[config.mk]
export PLATFORM = sky130hd
export DESIGN_NAME = dma_burst_engine_flat
export DESIGN_NICKNAME = d
export VERILOG_FILES = /design/src/rtl/dma_burst_engine_if.sv /design/src/rtl/dma_burst_engine.sv /design/src/flat_wrapper.sv
export SDC_FILE = /design/constraint.sdc
export NUM_CORES = 1
export LEC_CHECK = 0
export CORE_ASPECT_RATIO = 1.5
export CORE_UTILIZATION = 40
export CTS_BUF_LIST = sky130_fd_sc_hd__clkbuf_4
export DETAILED_ROUTE_END_ITERATION = 8
export GPL_TIMING_DRIVEN = 1
export PLACE_DENSITY = 0.66
export SYNTH_ARGS = -nofsm -noshare
export SYNTH_HDL_FRONTEND = slang
export SYNTH_SLANG_ARGS = --single-unit
[constraint.sdc]
create_clock -name ACLK -period 13.32 [get_ports ACLK]
set_clock_uncertainty 0.05 [all_clocks]
set_input_delay 2.664 -clock ACLK [delete_from_list [all_inputs] [get_ports ACLK]]
set_output_delay 2.664 -clock ACLK [all_outputs]
set_load 0.01 [all_outputs]
[src/rtl/dma_burst_engine_if.sv]
// AXI4 master-side bundle used by dma_burst_engine: AW, W, B, AR and R channels.
// The master modport is the DMA engine side and the slave modport is the memory side.
interface dma_burst_engine_if #(
  parameter int ADDR_W = 32,
  parameter int DATA_W = 32,
  parameter int ID_W   = 4
);
  logic [ID_W-1:0]     M_AWID;
  logic [ADDR_W-1:0]   M_AWAddr;
  logic [7:0]          M_AWLen;
  logic [2:0]          M_AWSize;
  logic [1:0]          M_AWBurst;
  logic                M_AWValid;
  logic                M_AWReady;
  logic [DATA_W-1:0]   M_WData;
  logic [DATA_W/8-1:0] M_WStrb;
  logic                M_WLast;
  logic                M_WValid;
  logic                M_WReady;
  logic [ID_W-1:0]     M_BID;
  logic [1:0]          M_BResp;
  logic                M_BValid;
  logic                M_BReady;
  logic [ID_W-1:0]     M_ARID;
  logic [ADDR_W-1:0]   M_ARAddr;
  logic [7:0]          M_ARLen;
  logic [2:0]          M_ARSize;
  logic [1:0]          M_ARBurst;
  logic                M_ARValid;
  logic                M_ARReady;
  logic [ID_W-1:0]     M_RID;
  logic [DATA_W-1:0]   M_RData;
  logic [1:0]          M_RResp;
  logic                M_RLast;
  logic                M_RValid;
  logic                M_RReady;

  modport master (
    output M_AWID, M_AWAddr, M_AWLen, M_AWSize, M_AWBurst, M_AWValid,
    input  M_AWReady,
    output M_WData, M_WStrb, M_WLast, M_WValid,
    input  M_WReady,
    input  M_BID, M_BResp, M_BValid,
    output M_BReady,
    output M_ARID, M_ARAddr, M_ARLen, M_ARSize, M_ARBurst, M_ARValid,
    input  M_ARReady,
    input  M_RID, M_RData, M_RResp, M_RLast, M_RValid,
    output M_RReady
  );

  modport slave (
    input  M_AWID, M_AWAddr, M_AWLen, M_AWSize, M_AWBurst, M_AWValid,
    output M_AWReady,
    input  M_WData, M_WStrb, M_WLast, M_WValid,
    output M_WReady,
    output M_BID, M_BResp, M_BValid,
    input  M_BReady,
    input  M_ARID, M_ARAddr, M_ARLen, M_ARSize, M_ARBurst, M_ARValid,
    output M_ARReady,
    output M_RID, M_RData, M_RResp, M_RLast, M_RValid,
    input  M_RReady
  );
endinterface

[src/rtl/dma_burst_engine.sv]
// AXI4 memory-to-memory DMA: splits a command into INCR bursts, each read into a buffer then written out.
// Define DMA_ERR_ABORT_EN to make SLVERR/DECERR responses set err and end the command early.
//
// state  | meaning
// IDLE   | waiting for cmd_start
// RADDR  | compute burst size, present AR until accepted
// RDATA  | collect R beats into the buffer until RLast
// WADDR  | present AW until accepted
// WDATA  | stream buffer out on W, WLast on final beat
// WRESP  | wait for B, advance addresses and remaining count
// DONE   | one-cycle done pulse
module dma_burst_engine #(
  parameter int ADDR_W    = 32,
  parameter int DATA_W    = 32,
  parameter int ID_W      = 4,
  parameter int MST_ID    = 0,
  parameter int MAX_BURST = 16,
  parameter int LEN_W     = 16
) (
  input  logic              ACLK,
  input  logic              ARESETn,
  input  logic              cmd_start,
  input  logic [ADDR_W-1:0] cmd_src,
  input  logic [ADDR_W-1:0] cmd_dst,
  input  logic [LEN_W-1:0]  cmd_len,
  output logic              busy,
  output logic              done,
  output logic              err,
  dma_burst_engine_if.master m_axi
);
  localparam int BYTES = DATA_W / 8;
  localparam int SIZE  = $clog2(BYTES);
  localparam int IDX_W = (MAX_BURST > 1) ? $clog2(MAX_BURST) : 1;
  localparam int CW    = (LEN_W > 13) ? LEN_W : 13;

  typedef enum logic [2:0] {
    S_IDLE, S_RADDR, S_RDATA, S_WADDR, S_WDATA, S_WRESP, S_DONE
  } state_t;

  state_t              r_state;
  logic [ADDR_W-1:0]   r_src, r_dst;
  logic [LEN_W-1:0]    r_rem;
  logic [8:0]          r_beats, r_idx;
  logic                r_busy, r_done, r_err;
  logic                r_arvalid, r_rready, r_awvalid, r_wvalid, r_wlast, r_bready;
  logic [ADDR_W-1:0]   r_araddr, r_awaddr;
  logic [7:0]          r_arlen, r_awlen;
  logic [DATA_W-1:0]   r_wdata;
  logic [DATA_W-1:0]   r_buf [MAX_BURST];

  logic [CW-1:0]       w_src_room, w_dst_room, w_rem, w_min_a, w_min_b, w_min;
  logic [8:0]          w_nidx;
  logic                w_rbeat, w_rresp_err, w_bresp_err;

  // Burst length is the smallest of remaining words, buffer depth and the room left in both 4KB pages.
  assign w_src_room = CW'((13'h1000 - {1'b0, r_src[11:0]}) >> SIZE);
  assign w_dst_room = CW'((13'h1000 - {1'b0, r_dst[11:0]}) >> SIZE);
  assign w_rem      = CW'(r_rem);
  assign w_min_a    = (w_rem < CW'(MAX_BURST)) ? w_rem : CW'(MAX_BURST);
  assign w_min_b    = (w_min_a < w_src_room) ? w_min_a : w_src_room;
  assign w_min      = (w_min_b < w_dst_room) ? w_min_b : w_dst_room;

  assign w_nidx  = r_idx + 9'd1;
  assign w_rbeat = (r_state == S_RDATA) && m_axi.M_RValid && r_rready;

`ifdef DMA_ERR_ABORT_EN
  assign w_rresp_err = w_rbeat & m_axi.M_RResp[1];
  assign w_bresp_err = m_axi.M_BResp[1];
`else
  assign w_rresp_err = 1'b0;
  assign w_bresp_err = 1'b0;
`endif

  always_ff @(posedge ACLK) begin
    if (w_rbeat && (r_idx < r_beats)) r_buf[r_idx[IDX_W-1:0]] <= m_axi.M_RData;
  end

  always_ff @(posedge ACLK) begin
    if (!ARESETn) begin
      r_state   <= S_IDLE;
      r_src     <= '0;
      r_dst     <= '0;
      r_rem     <= '0;
      r_beats   <= '0;
      r_idx     <= '0;
      r_busy    <= 1'b0;
      r_done    <= 1'b0;
      r_err     <= 1'b0;
      r_arvalid <= 1'b0;
      r_araddr  <= '0;
      r_arlen   <= '0;
      r_rready  <= 1'b0;
      r_awvalid <= 1'b0;
      r_awaddr  <= '0;
      r_awlen   <= '0;
      r_wvalid  <= 1'b0;
      r_wdata   <= '0;
      r_wlast   <= 1'b0;
      r_bready  <= 1'b0;
    end else begin
      case (r_state)
        S_IDLE: begin
          r_done <= 1'b0;
          if (cmd_start && !r_busy) begin
            r_src   <= cmd_src;
            r_dst   <= cmd_dst;
            r_rem   <= cmd_len;
            r_err   <= 1'b0;
            r_busy  <= 1'b1;
            r_state <= (cmd_len == '0) ? S_DONE : S_RADDR;
          end else begin
            r_busy <= 1'b0;
          end
        end
        // First cycle loads the AR fields, then they are held until ARReady.
        S_RADDR: begin
          if (!r_arvalid) begin
            r_arvalid <= 1'b1;
            r_araddr  <= r_src;
            r_arlen   <= 8'(w_min - CW'(1));
            r_beats   <= 9'(w_min);
          end else if (m_axi.M_ARReady) begin
            r_arvalid <= 1'b0;
            r_rready  <= 1'b1;
            r_idx     <= '0;
            r_state   <= S_RDATA;
          end
        end
        S_RDATA: begin
          if (w_rbeat) begin
            if (r_idx < r_beats) r_idx <= w_nidx;
            r_err <= r_err | w_rresp_err;
            if (m_axi.M_RLast) begin
              r_rready <= 1'b0;
              if (r_err | w_rresp_err) begin
                r_state <= S_DONE;
              end else begin
                r_awvalid <= 1'b1;
                r_awaddr  <= r_dst;
                r_awlen   <= 8'(r_beats - 9'd1);
                r_state   <= S_WADDR;
              end
            end
          end
        end
        S_WADDR: begin
          if (m_axi.M_AWReady) begin
            r_awvalid <= 1'b0;
            r_wvalid  <= 1'b1;
            r_wdata   <= r_buf[0];
            r_wlast   <= (r_beats == 9'd1);
            r_idx     <= '0;
            r_state   <= S_WDATA;
          end
        end
        S_WDATA: begin
          if (m_axi.M_WReady) begin
            if (r_wlast) begin
              r_wvalid <= 1'b0;
              r_wlast  <= 1'b0;
              r_bready <= 1'b1;
              r_state  <= S_WRESP;
            end else begin
              r_idx   <= w_nidx;
              r_wdata <= r_buf[w_nidx[IDX_W-1:0]];
              r_wlast <= (w_nidx == r_beats - 9'd1);
            end
          end
        end
        S_WRESP: begin
          if (m_axi.M_BValid && r_bready) begin
            r_bready <= 1'b0;
            r_rem    <= r_rem - LEN_W'(r_beats);
            r_src    <= r_src + (ADDR_W'(r_beats) << SIZE);
            r_dst    <= r_dst + (ADDR_W'(r_beats) << SIZE);
            r_err    <= r_err | w_bresp_err;
            r_state  <= ((r_rem == LEN_W'(r_beats)) || w_bresp_err) ? S_DONE : S_RADDR;
          end
        end
        S_DONE: begin
          r_done  <= 1'b1;
          r_state <= S_IDLE;
        end
        default: r_state <= S_IDLE;
      endcase
    end
  end

  assign busy = r_busy;
  assign done = r_done;
  assign err  = r_err;

  assign m_axi.M_ARID    = ID_W'(MST_ID);
  assign m_axi.M_ARAddr  = r_araddr;
  assign m_axi.M_ARLen   = r_arlen;
  assign m_axi.M_ARSize  = 3'(SIZE);
  assign m_axi.M_ARBurst = 2'b01;
  assign m_axi.M_ARValid = r_arvalid;
  assign m_axi.M_RReady  = r_rready;
  assign m_axi.M_AWID    = ID_W'(MST_ID);
  assign m_axi.M_AWAddr  = r_awaddr;
  assign m_axi.M_AWLen   = r_awlen;
  assign m_axi.M_AWSize  = 3'(SIZE);
  assign m_axi.M_AWBurst = 2'b01;
  assign m_axi.M_AWValid = r_awvalid;
  assign m_axi.M_WData   = r_wdata;
  assign m_axi.M_WStrb   = '1;
  assign m_axi.M_WLast   = r_wlast;
  assign m_axi.M_WValid  = r_wvalid;
  assign m_axi.M_BReady  = r_bready;
endmodule

[src/flat_wrapper.sv]
// flat-port wrapper written by rule: the top's interface ports become plain ports
module dma_burst_engine_flat 
#(
  parameter int ADDR_W    = 32,
  parameter int DATA_W    = 32,
  parameter int ID_W      = 4,
  parameter int MST_ID    = 0,
  parameter int MAX_BURST = 16,
  parameter int LEN_W     = 16
)
  (ACLK, ARESETn, cmd_start, cmd_src, cmd_dst, cmd_len, busy, done, err, m_axi_M_AWID, m_axi_M_AWAddr, m_axi_M_AWLen, m_axi_M_AWSize, m_axi_M_AWBurst, m_axi_M_AWValid, m_axi_M_AWReady, m_axi_M_WData, m_axi_M_WStrb, m_axi_M_WLast, m_axi_M_WValid, m_axi_M_WReady, m_axi_M_BID, m_axi_M_BResp, m_axi_M_BValid, m_axi_M_BReady, m_axi_M_ARID, m_axi_M_ARAddr, m_axi_M_ARLen, m_axi_M_ARSize, m_axi_M_ARBurst, m_axi_M_ARValid, m_axi_M_ARReady, m_axi_M_RID, m_axi_M_RData, m_axi_M_RResp, m_axi_M_RLast, m_axi_M_RValid, m_axi_M_RReady);
  dma_burst_engine_if #(.ADDR_W(ADDR_W), .DATA_W(DATA_W), .ID_W(ID_W)) m_axi_i ();
  input  logic ACLK;
  input  logic ARESETn;
  input  logic cmd_start;
  input  logic [ADDR_W-1:0] cmd_src;
  input  logic [ADDR_W-1:0] cmd_dst;
  input  logic [LEN_W-1:0] cmd_len;
  output logic busy;
  output logic done;
  output logic err;
  output wire logic [$bits(m_axi_i.M_AWID)-1:0] m_axi_M_AWID;
  output wire logic [$bits(m_axi_i.M_AWAddr)-1:0] m_axi_M_AWAddr;
  output wire logic [$bits(m_axi_i.M_AWLen)-1:0] m_axi_M_AWLen;
  output wire logic [$bits(m_axi_i.M_AWSize)-1:0] m_axi_M_AWSize;
  output wire logic [$bits(m_axi_i.M_AWBurst)-1:0] m_axi_M_AWBurst;
  output wire logic [$bits(m_axi_i.M_AWValid)-1:0] m_axi_M_AWValid;
  input wire logic [$bits(m_axi_i.M_AWReady)-1:0] m_axi_M_AWReady;
  output wire logic [$bits(m_axi_i.M_WData)-1:0] m_axi_M_WData;
  output wire logic [$bits(m_axi_i.M_WStrb)-1:0] m_axi_M_WStrb;
  output wire logic [$bits(m_axi_i.M_WLast)-1:0] m_axi_M_WLast;
  output wire logic [$bits(m_axi_i.M_WValid)-1:0] m_axi_M_WValid;
  input wire logic [$bits(m_axi_i.M_WReady)-1:0] m_axi_M_WReady;
  input wire logic [$bits(m_axi_i.M_BID)-1:0] m_axi_M_BID;
  input wire logic [$bits(m_axi_i.M_BResp)-1:0] m_axi_M_BResp;
  input wire logic [$bits(m_axi_i.M_BValid)-1:0] m_axi_M_BValid;
  output wire logic [$bits(m_axi_i.M_BReady)-1:0] m_axi_M_BReady;
  output wire logic [$bits(m_axi_i.M_ARID)-1:0] m_axi_M_ARID;
  output wire logic [$bits(m_axi_i.M_ARAddr)-1:0] m_axi_M_ARAddr;
  output wire logic [$bits(m_axi_i.M_ARLen)-1:0] m_axi_M_ARLen;
  output wire logic [$bits(m_axi_i.M_ARSize)-1:0] m_axi_M_ARSize;
  output wire logic [$bits(m_axi_i.M_ARBurst)-1:0] m_axi_M_ARBurst;
  output wire logic [$bits(m_axi_i.M_ARValid)-1:0] m_axi_M_ARValid;
  input wire logic [$bits(m_axi_i.M_ARReady)-1:0] m_axi_M_ARReady;
  input wire logic [$bits(m_axi_i.M_RID)-1:0] m_axi_M_RID;
  input wire logic [$bits(m_axi_i.M_RData)-1:0] m_axi_M_RData;
  input wire logic [$bits(m_axi_i.M_RResp)-1:0] m_axi_M_RResp;
  input wire logic [$bits(m_axi_i.M_RLast)-1:0] m_axi_M_RLast;
  input wire logic [$bits(m_axi_i.M_RValid)-1:0] m_axi_M_RValid;
  output wire logic [$bits(m_axi_i.M_RReady)-1:0] m_axi_M_RReady;
  assign m_axi_M_AWID = m_axi_i.M_AWID;
  assign m_axi_M_AWAddr = m_axi_i.M_AWAddr;
  assign m_axi_M_AWLen = m_axi_i.M_AWLen;
  assign m_axi_M_AWSize = m_axi_i.M_AWSize;
  assign m_axi_M_AWBurst = m_axi_i.M_AWBurst;
  assign m_axi_M_AWValid = m_axi_i.M_AWValid;
  assign m_axi_i.M_AWReady = m_axi_M_AWReady;
  assign m_axi_M_WData = m_axi_i.M_WData;
  assign m_axi_M_WStrb = m_axi_i.M_WStrb;
  assign m_axi_M_WLast = m_axi_i.M_WLast;
  assign m_axi_M_WValid = m_axi_i.M_WValid;
  assign m_axi_i.M_WReady = m_axi_M_WReady;
  assign m_axi_i.M_BID = m_axi_M_BID;
  assign m_axi_i.M_BResp = m_axi_M_BResp;
  assign m_axi_i.M_BValid = m_axi_M_BValid;
  assign m_axi_M_BReady = m_axi_i.M_BReady;
  assign m_axi_M_ARID = m_axi_i.M_ARID;
  assign m_axi_M_ARAddr = m_axi_i.M_ARAddr;
  assign m_axi_M_ARLen = m_axi_i.M_ARLen;
  assign m_axi_M_ARSize = m_axi_i.M_ARSize;
  assign m_axi_M_ARBurst = m_axi_i.M_ARBurst;
  assign m_axi_M_ARValid = m_axi_i.M_ARValid;
  assign m_axi_i.M_ARReady = m_axi_M_ARReady;
  assign m_axi_i.M_RID = m_axi_M_RID;
  assign m_axi_i.M_RData = m_axi_M_RData;
  assign m_axi_i.M_RResp = m_axi_M_RResp;
  assign m_axi_i.M_RLast = m_axi_M_RLast;
  assign m_axi_i.M_RValid = m_axi_M_RValid;
  assign m_axi_M_RReady = m_axi_i.M_RReady;
  dma_burst_engine #(.ADDR_W(ADDR_W), .DATA_W(DATA_W), .ID_W(ID_W), .MST_ID(MST_ID), .MAX_BURST(MAX_BURST), .LEN_W(LEN_W)) u_core (.ACLK(ACLK), .ARESETn(ARESETn), .cmd_start(cmd_start), .cmd_src(cmd_src), .cmd_dst(cmd_dst), .cmd_len(cmd_len), .busy(busy), .done(done), .err(err), .m_axi(m_axi_i));
endmodule
Yosys cells after proc, flatten, opt, wreduce, memory -nomap -nowiden
Memories as Yosys holds them, arrays and structs flattened. Cells that the tools add are included.

Mux-type cells: 63. Add/sub/neg operators: 8. $lt $le $gt $ge: 4. Bitwise gates (word level): 1. Reduce and logical (&&, ||, !) cells: 26. Eq/ne operators: 20.

Operator list (count): $mux 32 (7); $pmux 32 s2 (3); $mux 9 (8); $add 32x11->32 (2); $mux 16 (4); $pmux 9 s4 (1); $mux 3 (11); $lt 16x14->1 (2); $pmux 16 s2 (1); $sub 13x12->14 const A (2); $mux 1 (21); $pmux 3 s6 (1); $eq 16x9->1 (1); $logic_not 16->1 (1); $lt 16x5->1 const B (1); $reduce_and 4->1 (4); $sub 16x9->16 (1); $ne 2x2->1 const B (6); $pmux 1 s2 (6); $reduce_bool 2->1 (6); $ne 2x1->1 const B (5); $add 9x1->9 const B (1); $eq 3x3->1 const B (3); $eq 9x1->1 const B (1); other kinds (16) (23).

Memories: 1. Bits in writable memories: 512. Flip-flop bits (word level): 221. Logic and storage cells: 142. Output and inout port bits: 143.

Memory list: u_core.r_buf (depth 16, bits a word 32, read ports 2, clocked after memory_dff 0, wr ports 1, RTL line dma_burst_engine.sv:49) `logic [DATA_W-1:0] r_buf [MAX_BURST];`.

Logic depth before layout (Yosys ltp)
Gate-level depths: netlist of run 1.

Word-level depth: 7. Mapped depth: 33.

Least setup slack after synthesis of run 1
No wires, ideal clock.

Path kind: input to register. Start point: input port m_axi_M_RValid. End point: memory u_core.r_buf[3][0], enable pin. Data required time: 12.809 ns. Setup time: 0.461 ns. Arrival: 5.786 ns. Stages on the path: 6. Slack: 7.023 ns. Path through: nand2_1 > a2111oi_0 > nand2_1 > nor2_1 > nand3_1 > nor3_1.

Cells in the longest elaborated chain, start to end: 5.

RTL lines: start, declared (RTL line flat_wrapper.sv:49) `input wire logic [$bits(m_axi_i.M_RValid)-1:0] m_axi_M_RValid;`; $logic_and 1x1->1 (2 in series) (RTL line dma_burst_engine.sv:64) `assign w_rbeat = (r_state == S_RDATA) && m_axi.M_RValid && r_rready;`; $logic_and 1x1->1 (RTL line dma_burst_engine.sv:75) `if (w_rbeat && (r_idx < r_beats)) r_buf[r_idx[IDX_W-1:0]] <= m_axi.M_RData;`; $mux 1 (RTL line dma_burst_engine.sv:75); $mux 1 (implied by the code) (RTL line dma_burst_engine.sv:75); end, declared (RTL line dma_burst_engine.sv:49).

Every way passes these cells.

Final worst setup path of run 1
Start point: register u_core.r_src[1]. End point: register u_core.r_arlen[6], in the netlist u_core.m_axi.M_ARLen[6].

Cells in the longest elaborated chain, start to end: 6.

RTL lines: start, declared (RTL line dma_burst_engine.sv:41) `logic [ADDR_W-1:0] r_src, r_dst;`; start signal, assigned (RTL line dma_burst_engine.sv:105) `r_src <= cmd_src;`; start signal, assigned (RTL line dma_burst_engine.sv:174) `r_src <= r_src + (ADDR_W'(r_beats) << SIZE);`; $sub 13x12->14 (*) (RTL line dma_burst_engine.sv:56) `assign w_src_room = CW'((13'h1000 - {1'b0, r_src[11:0]}) >> SIZE);`; $lt 16x14->1 (RTL line dma_burst_engine.sv:60) `assign w_min_b = (w_min_a < w_src_room) ? w_min_a : w_src_room;`; $mux 16 (*) (RTL line dma_burst_engine.sv:60); $lt 16x14->1 (RTL line dma_burst_engine.sv:61) `assign w_min = (w_min_b < w_dst_room) ? w_min_b : w_dst_room;`; $mux 9 (*) (RTL line dma_burst_engine.sv:61); $sub 8x1->8 (*) (RTL line dma_burst_engine.sv:120) `r_arlen <= 8'(w_min - CW'(1));`; end signal, assigned (RTL line dma_burst_engine.sv:120); end, declared (RTL line dma_burst_engine.sv:47) `logic [7:0] r_arlen, r_awlen;`.

Mark *: on every way between the ends. The rest lies on a longest branch, timed or not. A chain may end at the register's enable or synchronous reset.

==> run summary, run 1 <==
Status - completed
DRC viols - 0
Register area share after synthesis - 0.6174
Pleak - 12.47 nW
Iter 0 DRT Violations - 1729
CTS tree - built
Core Area - 0.07898 mm2
Worst-path cell chain - or4_1 > or4_1 > nor3_2 > nand2b_1 > or3_1 > ha_1 > and3_1 > a21boi_4 > nand2b_1 > mux2i_1 > ha_1 > a21o_1 > a21o_1 > a21oi_1 > o21ai_0 > or2_2 > o31a_1 > mux2i_1 > ha_1 > o21ai_0 > xnor2_1 > o21ai_0 > a2bb2oi_1 > nor2_1
Grt peak-use layer - met2
Setup Viol. Count Final - 0
Clk_lat worst skew - 1.00 ns
Crit path max-delay cell type - or4_1
Slew HR - 0.2263
RSZ-0062 raised after global routing - false
FILL cells - 6905
CTS sink cnt - 733
Met2 GRT Util - 0.3769
Setup TNS - 0 ns
GRT Overall Usage - 0.2215
Num CTS Buffers - 171
Area leader, netlist - edfxtp_1
CP Data Arrival Time - 8.19 ns
Met1 usage - 0.2530
Final Max Tran Viols - 0
Top FF cell, synth - edfxtp_1
Final hold violation count - 0
Hold_buf cts - 0
HPWL after DPL - 53300 um
Met3 Use GR - 0.05924
Antenna violations before repair - 15
Post-synth top cells - 512 x edfxtp_1, 323 x nand2_1, 221 x dfxtp_1, 160 x mux4_2, 148 x nor2_1
Syn. warnings - 0
DR WL/cell - 23.13 um
Most frequent cell after synthesis - edfxtp_1
Die X - 233.2 um
Max incr delay on CP - 0.65 ns
Root Driver - clkbuf_4
Setup Fix Bufs, Post-CTS - 0
Synth area leaders - edfxtp_1 48%, dfxtp_1 14%, mux4_2 11%
Post-CTS Resized - 0
RePlAce Congestion - 0.9152
Worst Path Required - 14.13 ns
Area Overhead vs Synth - 17.93%
CP max FO - 13
Drt total wl - 89880 um
Cell Area, Synth - 0.03207 mm2
Via count - 22260
DRT Pass-1 Iters - 5
Die Height - 348.8 um
Share of layout cells above drive strength 1 - 0.1855
Top-area cell type share of the netlist area - 0.4794
Setup slack after layout - 5.934 ns
Via/cell ratio - 5.729
Clk buf depth - 3
Register area - 0.01980 mm2
R2r setup slk - 5.93 ns
Synthesized area per cell - 13.30 um2
Grt ovf - 0
Multi-input gate area - 0.01165 mm2
Clock Pin Slew Worst Setup and Hold Paths - 0.08 ns
Measured slew at the worst slew-check pin - 1.148 ns
HP Class - reg -> reg
Row cnt - 126
H-tree depth - 4
First-pass GRT wire length - 134300 um
Pwr/cell area - 174.2 mW/mm2
Worst vdd rail ir drop - 0.00008639 V
Achievable frequency - 135.4 MHz
Yosys reg bits - 733
Pre-CTS setup slack - 6.100 ns
Number of synthesized flops with an enable pin - 512
ANT nets after route - 0
Ys async rst share - 0
Largest net degree at the start of global routing - 101
Min Tclk post-route - 7.386 ns
Critical path class - reg -> reg
CP startpoint kind - flop
Io pins - 276
Final Cycle Share - 0.5545
Yosys cell types - 88
Full die area - 0.08133 mm2
Vias in the first global route - 22850
Critical Path Sink Type - flop
Maxcap violations - 0
# nets final - 2912
Starting Density - 0.4060
Port Buf Inserts - 240
Post-synthesis cell count - 2411
[metal layers]
metal	vias up	part of all wire	routed length, um
li1	9965	-	-
met1	11040	0.37	32940
met2	1013	0.51	45570
met3	229	0.084	7570
met4	12	0.041	3721
met5	-	0.00081	73
[worst paths after layout]
check	endpoint	depth (start not counted)	start
setup / recovery	u_core.m_axi.M_ARLen[6]	24	u_core.r_src[1]
hold / removal	u_core.m_axi.M_ARAddr[1]	2	u_core.m_axi.M_ARAddr[1]
setup reg to reg	u_core.m_axi.M_ARLen[6]	24	u_core.r_src[1]
hold reg to reg	u_core.m_axi.M_ARAddr[1]	2	u_core.m_axi.M_ARAddr[1]
[cell type report]
class / count / share of cell area
flip-flops and latches: 733 / 0.5236
clock buffers: 253 / 0.05022
clock inverters: 58 / 0.008106
multi-input cells: 1484 / 0.3082
well taps: 1024 / 0.03388
diodes: 10 / 0.0006617
inverters: 49 / 0.004996
repair buffers: 275 / 0.07034
[sequential cells by signal (all words and copies together) (netlist names), 3 cells and up]
| signal | count |
|---|---|
| u_core.m_axi.M_AWLen | 8 |
| u_core.m_axi.M_ARLen | 8 |
| u_core.m_axi.M_AWAddr | 32 |
| u_core.r_rem | 16 |
| u_core.r_idx | 9 |
| u_core.m_axi.M_ARAddr | 32 |
| u_core.m_axi.M_WData | 32 |
| u_core.r_src | 32 |
| u_core.r_buf | 512 |
| u_core.r_dst | 32 |
| u_core.r_beats | 9 |
| u_core.r_state | 3 |
[placed cells by master (no fill, tap or decap), types with 46 or more instances in the layout]
cell type | Yosys | layout
inv_1 | 46 | 46
clkbuf_4 | 0 | 253
ha_1 | 62 | 61
nand3_1 | 50 | 50
a311oi_1 | 57 | 57
edfxtp_1 | 512 | 512
mux4_2 | 160 | 160
a211oi_1 | 49 | 49
a21oi_1 | 138 | 138
dfxtp_1 | 221 | 220
o21ai_0 | 76 | 76
nor2_1 | 148 | 133
clkdlybuf4s50_1 | 0 | 239
nand2_1 | 323 | 321
[report_power, final]
group | total [W] | internal (W) | switching (W) | leakage [nW]
registers | 0.00279 | 0.00257 | 0.000215 | 6.40
clock network | 0.00180 | 0.000899 | 0.000902 | 1.29
logic | 0.00200 | 0.000822 | 0.00118 | 4.78
total | 0.00659 | 0.00429 | 0.00230 | 12.5
[critical path: cells and delay by family, from the launching register on]
kind | cells | cell delay (ns)
muxes | 2 | 0.80
AOI/OAI and AO/OA | 9 | 1.82
adders and majority gates | 3 | 0.88
xor gates and xnor gates | 1 | 0.14
and+or+nand+nor | 9 | 3.20
DFF | 1 | 0.35
[logic make-up after synthesis]
family / Yosys count / share of synthesized area
and+or+nand+nor: 697 / 0.09742
other: 2 / 0.0002342
adders and majority gates: 65 / 0.02606
muxes: 176 / 0.1175
buffers and inverters: 221 / 0.02895
AOI/OAI and AO/OA: 470 / 0.09957
DFF: 733 / 0.6174
xor gates and xnor gates: 47 / 0.01284
[per-stage QoR]
step,total power [W],instances,hold slack [ns],instance area (um2),util
final,0.006588,3886,0.4053,37820,0.4788
after global routing,0.006972,3885,0.4200,37820,0.4788
after CTS,0.006623,3876,0.4072,37790,0.4785
after detailed placement,0.004807,3565,0.3987,35590,0.4506
after global placement,0.004746,3565,0.3935,35590,0.4506
after floorplan,0.004191,2438,0.3897,32170,-
Power figures use the tool's default switching activity.
==> inputs of run 2 (changes only) <==
clock period = 7.39 ns   (was 13.32 ns; I/O delays follow)
==> run 2 against run 1 <==
Highest routed layer unchanged. Sequential share of layout area is 0.21 points lower. Via count up 0.24%. Fmax up 7.2%. Worst setup slack lost 5.4 ns. Die area unchanged. Count of clock-buffer cells in the layout is 10 higher. Critical path depth down 1. Cell count increased by 0.44%. First-iteration DRC count increased by 7.8%.
==> run summary, run 2 (synthesis gave the netlist of run 1 again) <==
Iter 0 DRT Violations - 1863 (+7.8%)
Slew HR - 0.2376 (+0.01131)
H-tree depth - 4 (unchanged)
Setup Fix Bufs, Post-CTS - 0 (unchanged)
RePlAce Congestion - 0.9106 (-0.50%)
Vias in the first global route - 23020 (+0.75%)
R2R depth - 23 (-4.2%)
Row cnt - 126 (unchanged)
Maxcap violations - 0 (unchanged)
Setup Viol. Count Final - 0 (unchanged)
Clk buf depth - 3 (unchanged)
Worst vdd rail ir drop - 0.0002187 V (+150%)
Achievable frequency - 145.1 MHz (+7.2%)
HPWL after DPL - 55560 um (+4.2%)
Worst Path Required - 8.23 ns (-5.90 ns)
Final Cycle Share - 0.9324 (+0.3779)
Pleak - 12.59 nW (+0.93%)
Hold path cells - 2 (unchanged)
Overall power - 0.01207 W (+83%)
Io pins - 276 (unchanged)
DRC viols - 0 (unchanged)
Min Tclk post-route - 6.890 ns (-0.4955 ns)
Critical Path Sink Type - flop
DRT Pass-1 Iters - 6 (+1)
Die X - 233.2 um (unchanged)
Largest net degree at the start of global routing - 92 (-8.9%)
Final hold violation count - 0 (unchanged)
Clock Pin Slew Worst Setup and Hold Paths - 0.07 ns (about the same)
Area Overhead vs Synth - 18.40%
Clk_lat worst skew - 1.03 ns (+0.03 ns)
Share of layout cells above drive strength 1 - 0.1919 (+0.006421)
Setup slack after layout - 0.4996 ns (-5.434 ns)
CP max FO - 9 (-4)
Port Buf Inserts - 240 (unchanged)
Max FFs per register - 512 (unchanged)
Die Height - 348.8 um (unchanged)
GRT Overall Usage - 0.2246 (+0.003059)
Commonest cells after routing, fill and taps aside - 512 x edfxtp_1, 321 x nand2_1, 263 x clkbuf_4
CP startpoint kind - flop
FILL cells - 6872 (-0.48%)
Via/cell ratio - 5.718 (-0.19%)
ANT nets after route - 0 (unchanged)
Placed insts - 3570 (+0.14%)
Num CTS Buffers - 173 (+1.2%)
Non-filler cells in the finished layout - 3903 (+0.44%)
First-pass GRT wire length - 135900 um (+1.2%)
HP Class - reg -> reg
CTS sink cnt - 733 (unchanged)
Post-CTS Resized - 0 (unchanged)
Grt ovf - 0 (unchanged)
Pwr/cell area - 317.9 mW/mm2 (+83%)
Full die area - 0.08133 mm2 (unchanged)
Status - completed
# nets final - 2919 (+0.24%)
Pre-CTS setup slack - 0.6004 ns (-5.500 ns)
Starting Density - 0.4060 (unchanged)
Drt total wl - 91170 um (+1.4%)
Measured slew at the worst slew-check pin - 1.133 ns (-0.01500 ns)
Most common cell after layout, fill and taps aside - edfxtp_1
Critical path class - reg -> reg
Setup TNS - 0 ns (unchanged)
CP Data Arrival Time - 7.73 ns (-0.46 ns)
CTS tree - built
Via count - 22320 (+0.24%)
Root Driver - clkbuf_4
Final Max Tran Viols - 0 (unchanged)
Hold_buf cts - 0 (unchanged)
Antenna violations before repair - 12 (-3)
RSZ-0062 raised after global routing - false
DR WL/cell - 23.36 um (+1.0%)
Core Area - 0.07898 mm2 (unchanged)
Hold Slack - 0.4041 ns (-0.001191 ns)
run 2: path summary, 6_finish.rpt:
kind                                              from                 endpoint  slack (ns)
worst max-delay path                   u_core.r_src[1]  u_core.m_axi.M_ARLen[6]        0.50
worst max register to register         u_core.r_src[1]  u_core.m_axi.M_ARLen[6]        0.50
worst min register to register  u_core.m_axi.M_AWValid   u_core.m_axi.M_AWValid        0.40
worst min-delay path            u_core.m_axi.M_AWValid   u_core.m_axi.M_AWValid        0.40
run 2: through the flow:
stage	utilization	instance area, um2
2_1_floorplan	-	32170
3_3_place_gp	0.4511	35630
3_5_place_dp	0.4511	35630
4_1_cts	0.4803	37940
5_1_grt	0.4807	37970
6_report	0.4807	37970
run 2: critical path, stage by stage, from the launching register on:
cell	delay [ns]
dfxtp_1	0.35
or4_1	0.65
or4_1	0.58
nor3_2	0.32
nand2b_1	0.17
or3_1	0.36
ha_1	0.29
and3_1	0.25
a21boi_4	0.24
nand2b_1	0.40
mux2i_1	0.40
ha_1	0.21
a21o_1	0.11
a21o_1	0.11
a21oi_1	0.06
o21ai_0	0.37
or2_2	0.21
o31a_1	0.17
mux2i_1	0.37
ha_1	0.37
nand3_1	0.12
a221oi_1	0.33
a2bb2oi_1	0.21
nor2_1	0.05
run 2: where the power goes:
| group | total [W] | switching [W] | internal (W) |
|---|---|---|---|
| clock network | 0.00340 | 0.00166 | 0.00174 |
| logic | 0.00366 | 0.00216 | 0.00150 |
| registers | 0.00502 | 0.000383 | 0.00463 |
run 2: final cells by class:
type / instances / area [um2] / share of cell area
Timing Repair Buffer: 280 / 2698 / 0.07105
Clock buffer: 263 / 1974 / 0.05200
Clock inverter: 57 / 335.3 / 0.008832
Antenna cell: 13 / 32.53 / 0.0008568
Multi-Input combinational cell: 1484 / 11650 / 0.3070
Tap cell: 1024 / 1281 / 0.03375
Sequential cell: 733 / 19800 / 0.5216
Inverter: 49 / 188.9 / 0.004976
run 2: routing by layer:
layer	part of all wire	vias to the layer above	track usage
met1	0.37	11120	0.2542
li1	-	9976	-
met5	0.00045	-	0
met4	0.039	6	0.1131
met2	0.51	1011	0.3884
met3	0.080	202	0.05760
